--- config.mk ---
export PLATFORM = sky130hd
export DESIGN_NAME = roce_egress_framer
export DESIGN_NICKNAME = d
export VERILOG_FILES = /design/src/rtl/roce_egress_framer.sv
export SDC_FILE = /design/constraint.sdc
export NUM_CORES = 1
export LEC_CHECK = 0
export ABC_AREA = 1
export CORE_AREA = 10 10 313 315
export CTS_CLUSTER_DIAMETER = 120
export DETAILED_ROUTE_END_ITERATION = 8
export DIE_AREA = 0 0 323 325
export HOLD_SLACK_MARGIN = 0.15
export SYNTH_ARGS = -nofsm -noshare
export SYNTH_HDL_FRONTEND = slang
export SYNTH_SLANG_ARGS = --single-unit
--- constraint.sdc ---
create_clock -name clk -period 2 [get_ports clk]
set_clock_uncertainty 0.15 [all_clocks]
set_input_delay 0.4 -clock clk [delete_from_list [all_inputs] [get_ports clk]]
set_output_delay 0.4 -clock clk [all_outputs]
set_load 0.05 [all_outputs]
--- src/rtl/roce_egress_framer.sv ---
// RoCE egress framer: pops one descriptor per frame, streams the matching data
// words onto AXI-Stream with start/last/keep/user, and drains illegal-length frames.
`timescale 1ns/1ps

module roce_egress_framer #(
    parameter int DATA_WIDTH      = 256,
    parameter int KEEP_WIDTH      = 32,
    parameter int DESC_WIDTH      = 192,
    parameter int MAX_FRAME_BYTES = 9600
) (
    input  logic                  clk,
    input  logic                  rst,
    input  logic                  i_desc_empty,
    output logic                  o_desc_rd_en,
    input  logic [DESC_WIDTH-1:0] iv_desc_data,
    input  logic                  i_roce_egress_empty,
    output logic                  o_roce_egress_rd_en,
    input  logic [DATA_WIDTH-1:0] iv_roce_egress_data,
    output logic                  o_eth_tx_valid,
    output logic                  o_eth_tx_last,
    output logic [DATA_WIDTH-1:0] ov_eth_tx_data,
    output logic [KEEP_WIDTH-1:0] ov_eth_tx_keep,
    input  logic                  i_eth_tx_ready,
    output logic                  o_eth_tx_start,
    output logic [15:0]           ov_eth_tx_user,
    output logic [31:0]           ov_tx_frame_cnt,
    output logic [31:0]           ov_tx_drop_cnt,
    output logic                  o_idle
);

    typedef enum logic [1:0] {IDLE, STREAM, DROP} state_t;

    state_t                state_q, state_d;
    logic [15:0]           len_q, len_d;
    logic [10:0]           beats_q, beats_d;
    logic [4:0]            tail_q, tail_d;
    logic [10:0]           cnt_q, cnt_d;
    logic                  valid_q, valid_d;
    logic                  last_q, last_d;
    logic                  start_q, start_d;
    logic [DATA_WIDTH-1:0] data_q, data_d;
    logic [KEEP_WIDTH-1:0] keep_q, keep_d;
    logic [15:0]           user_q, user_d;
    logic [31:0]           frame_q, frame_d;
    logic [31:0]           drop_q, drop_d;
    logic                  desc_rd;
    logic                  data_rd;

    logic [15:0] desc_len;
    logic [16:0] desc_sum;
    logic [10:0] desc_beats;
    logic        desc_bad;
    logic        beat_is_last;
    logic        unused_bits;

    assign desc_len     = iv_desc_data[15:0];
    assign desc_sum     = {1'b0, desc_len} + 17'd31;
    assign desc_beats   = desc_sum[15:5];
    assign desc_bad     = (desc_len == 16'd0) || (desc_len > 16'(MAX_FRAME_BYTES));
    assign beat_is_last = (cnt_q == beats_q - 11'd1);
    assign unused_bits  = ^{iv_desc_data[DESC_WIDTH-1:16], desc_sum[16], desc_sum[4:0]};

    // Byte enables for the final beat; a zero tail means the beat is full.
    function automatic logic [KEEP_WIDTH-1:0] tail_keep(input logic [4:0] t);
        logic [KEEP_WIDTH-1:0] k;
        k = '0;
        for (int i = 0; i < KEEP_WIDTH; i++) begin
            if (i < int'(t)) k[i] = 1'b1;
        end
        if (t == 5'd0) k = '1;
        return k;
    endfunction

    always_comb begin
        state_d = state_q;
        len_d   = len_q;
        beats_d = beats_q;
        tail_d  = tail_q;
        cnt_d   = cnt_q;
        valid_d = valid_q;
        last_d  = last_q;
        start_d = start_q;
        data_d  = data_q;
        keep_d  = keep_q;
        user_d  = user_q;
        frame_d = frame_q;
        drop_d  = drop_q;
        desc_rd = 1'b0;
        data_rd = 1'b0;

        if (valid_q && i_eth_tx_ready) begin
            valid_d = 1'b0;
            if (last_q) frame_d = frame_q + 32'd1;
        end

        case (state_q)
            IDLE: begin
                if (!i_desc_empty) begin
                    desc_rd = 1'b1;
                    len_d   = desc_len;
                    beats_d = desc_beats;
                    tail_d  = desc_len[4:0];
                    cnt_d   = 11'd0;
                    state_d = desc_bad ? DROP : STREAM;
                end
            end
            STREAM: begin
                if (!i_roce_egress_empty && (!valid_q || i_eth_tx_ready)) begin
                    data_rd = 1'b1;
                    valid_d = 1'b1;
                    data_d  = iv_roce_egress_data;
                    start_d = (cnt_q == 11'd0);
                    last_d  = beat_is_last;
                    keep_d  = beat_is_last ? tail_keep(tail_q) : '1;
                    user_d  = len_q;
                    cnt_d   = cnt_q + 11'd1;
                    if (beat_is_last) state_d = IDLE;
                end
            end
            DROP: begin
                // Zero-beat descriptors retire without touching the data FIFO.
                if (beats_q == 11'd0) begin
                    drop_d  = drop_q + 32'd1;
                    state_d = IDLE;
                end else if (!i_roce_egress_empty) begin
                    data_rd = 1'b1;
                    cnt_d   = cnt_q + 11'd1;
                    if (beat_is_last) begin
                        drop_d  = drop_q + 32'd1;
                        state_d = IDLE;
                    end
                end
            end
            default: state_d = IDLE;
        endcase
    end

    always_ff @(posedge clk or negedge rst) begin
        if (!rst) begin
            state_q <= IDLE;
            len_q   <= '0;
            beats_q <= '0;
            tail_q  <= '0;
            cnt_q   <= '0;
            valid_q <= 1'b0;
            last_q  <= 1'b0;
            start_q <= 1'b0;
            data_q  <= '0;
            keep_q  <= '0;
            user_q  <= '0;
            frame_q <= '0;
            drop_q  <= '0;
        end else begin
            state_q <= state_d;
            len_q   <= len_d;
            beats_q <= beats_d;
            tail_q  <= tail_d;
            cnt_q   <= cnt_d;
            valid_q <= valid_d;
            last_q  <= last_d;
            start_q <= start_d;
            data_q  <= data_d;
            keep_q  <= keep_d;
            user_q  <= user_d;
            frame_q <= frame_d;
            drop_q  <= drop_d;
        end
    end

    // Descriptor pop is gated by reset so the FIFO is never popped while held in reset.
    assign o_desc_rd_en        = desc_rd && rst;
    assign o_roce_egress_rd_en = data_rd;
    assign o_eth_tx_valid      = valid_q;
    assign o_eth_tx_last       = last_q;
    assign o_eth_tx_start      = start_q;
    assign ov_eth_tx_data      = data_q;
    assign ov_eth_tx_keep      = keep_q;
    assign ov_eth_tx_user      = user_q;
    assign ov_tx_frame_cnt     = frame_q;
    assign ov_tx_drop_cnt      = drop_q;
    assign o_idle              = (state_q == IDLE) && !valid_q;

endmodule

==> out/qor.csv <==
metric,value,unit
cts_tree,yes,
setup_viol,73,
fillers,9425,
synthArstFlopShare,1.00,
grt_pass1_wl,123000,microns
multiInputGateArea,7320,sq um
final_area,30600,sq um
relSlewSlack,0.645,
fp.coreArea,91400,sq um
dieArea,105000,sq um
cellLeakagePower,0.0152,uW
rsz0062_at_grt,true,
hpwlAfterDp,66200,microns
ys_ff_latch,411,
cts_buffer_depth,3,
startpoint,beats_q[5],
grt_pass1_vias,18800,
fin_crit_sh,1.28,
worstSetupStartpointType,flip-flop,
clk_pin_slew,60,ps
peakVddDrop,0.00133,V
drtIter0Drc,1272,
outcome,"complete, but fails checks",
fin_cells,4400,
slew_viol_final,0,
syn_area_per_cell,8.20,sq um
hold_class,in -> reg,
placed_cell_area,26900,sq um
hp-start,iv_roce_egress_data[62],
cp_max_fo,3,
worst-endpoint-required,1450,ps
max_stage_delay,430,ps
drcViolationCount,0,
max-cap-violations,0,
start_util,0.197,
vias_per_cell,4.14,
final_nets,3634,
synth_fp_nets,2653,
finalHoldWorstSlack,193,ps
overflow,0,
ys.flop_type,dfrtp_1,
cp.arrival,2010,ps
crit_type,reg -> out,
layout_min_cycle_time,2560,ps
clk_latency,630,ps
hold_viol_final,0,
fmax,391,MHz
cts_buffers,49,
grt_antenna_before_repair,13,
seq_area_frac_synth,0.572,
first_pass_iters,5,
antenna_left,0,
grt_start_max_net_pins,72,
dp.cells,4135,
cp-end-kind,output port,
synth_cell_types,43,
tightest_slew,527,ps
regArea,10300,sq um
violations,negative setup slack,
routed_wl,84400,microns
cts_root_buffer,clkbuf_16,
cts.sinks,411,
synth_edf_count,0,
routedWlPerCell,19.2,microns
die_w,323,microns
top_level_ports,827,
syn_inst,2191,
ys_warn_count,0,
grt.total_usage,0.155,
rows,111,
routabilityCongestion,0.875,
netlist_area,18000,sq um
cpMaxStageDelayCell,dfrtp_2,
port_buffers,650,
path_cells,"nor2_4, nand2_2, nor2_4, nand3_4, buf_6, buf_12, nand3_4, a21oi_4, buf_12",
htreeDepth,2,
area_delta_synth_final,70.4,%
layout-drive-gt1-share,0.263,
num_vias,18200,
fp.dieH,325,microns
layout_setup_ws,-560,ps
power_density,1620,nW/um^2
timing.rr.start,beats_q[1],
stage by stage:
step	total power [uW]	worst slack [ps]	utilization	TNS (ps)
3_3_place_gp	39600	-382	0.295	-85900
4_1_cts	49900	-644	0.330	-21700
6_report	49800	-560	0.335	-25340
5_1_grt	52400	-659	0.335	-34370
3_5_place_dp	39800	-447	0.295	-84210
2_1_floorplan	29000	-116	-	-2900
cells in the mapped netlist (3+ instances only):
cell      count  area share
nand2_1    1076        0.22
dfrtp_1     411        0.57
inv_1       152       0.032
nor2_1       91       0.019
nand3_1      90       0.025
clkbuf_1     74       0.015
o21ai_0      74       0.021
nand4_1      48       0.017
nor3_1       32      0.0089
xor2_1       31       0.015
xnor2_1      17      0.0083
nor4_1       10      0.0035
a21oi_1       9      0.0025
ha_1          9      0.0063
or2_2         6      0.0021
buf_2         5      0.0014
o31ai_1       5      0.0021
buf_4         4      0.0017
nor2_2        4      0.0014
nor2_4        4      0.0025
o22ai_1       4      0.0014
a31oi_1       3      0.0010
buf_1         3     0.00063
buf_6         3      0.0019
nand3_2       3      0.0017
flip-flops by register name (all words and copies together), names as in the netlist, 2 cells and up:
register	count
ov_eth_tx_data	256
ov_eth_tx_keep	32
ov_tx_drop_cnt	32
ov_tx_frame_cnt	32
len_q	16
ov_eth_tx_user	16
beats_q	11
cnt_q	11
state_q	2
report_power, final:
group	internal (uW)	total [uW]	switching, uW
logic	8080	26800	18700
clock network	5470	9260	3790
registers	11600	13800	2180
worst paths after layout:
kind	endpoint	slack (ps)	depth (start not counted)
min in group asynchronous	ov_eth_tx_keep[18]	270	3
max in group asynchronous	ov_eth_tx_data[48]	670	4
min	ov_eth_tx_data[62]	190	3
max	o_roce_egress_rd_en	-560	9
max reg2reg	ov_eth_tx_keep[19]	-440	14
min reg2reg	ov_eth_tx_data[238]	320	2
timing repair:
action | 4_1_cts | 5_1_grt
gates resized for setup | 30 | 78
endpoints found under the hold margin | 546 | 0
pin swaps | 9 | 22
endpoints found under the setup margin | 79 | 90
buffers inserted | 13 | 18
cloned | 0 | 5
hold buffers | 136 | 0
layout make-up:
class	count	area share
timing repair buffer	1018	0.302
tap	1186	0.0484
antenna	5	0.000408
sequential	411	0.337
inverter	153	0.0193
clock inverter	15	0.00605
multi-input combinational	1539	0.239
clock buffer	73	0.0479
cells by family (layout without fill, tap and decap cells):
| logic type | after synthesis | count (layout) | share of synthesized area |
|---|---|---|---|
| flops | 411 | 411 | 0.572 |
| compound gates | 107 | 107 | 0.0330 |
| simple gates | 1374 | 1375 | 0.312 |
| buf+inv | 242 | 1259 | 0.0530 |
| xor+xnor | 48 | 48 | 0.0234 |
| fa+ha+maj | 9 | 9 | 0.00627 |
| other cells | 0 | 5 | 0 |
cell usage in the layout (no fill, tap or decap), types with 14 or more instances in the layout:
cell,n
nand2_1,1058
buf_4,553
dfrtp_1,388
clkdlybuf4s50_1,275
inv_1,140
dlygate4sd3_1,136
nor2_1,67
nand3_1,59
o21ai_0,58
clkbuf_16,54
nand4_1,48
buf_12,35
xor2_1,31
nand3_2,31
nor3_1,27
dfrtp_2,23
nor2_4,18
xnor2_1,17
nand2_2,16
nor2_2,14
layer usage:
layer	routed length (microns)	vias to the layer above	GRT usage	share of wire
met1	31900	8574	0.171	0.38
met4	4690	18	0.0783	0.056
met2	40500	636	0.261	0.48
met5	128	-	0	0.0015
met3	7230	158	0.0546	0.086
li1	-	8821	-	-
critical path: cells and delay by family (launching register included):
family | cells | cell delay [ps]
buffers and inverters | 3 | 390
AND/OR/NAND/NOR | 5 | 500
flip-flops | 1 | 430
AO/OA/AOI/OAI | 1 | 60
Note: power is estimated with default switching activity, not from simulation.
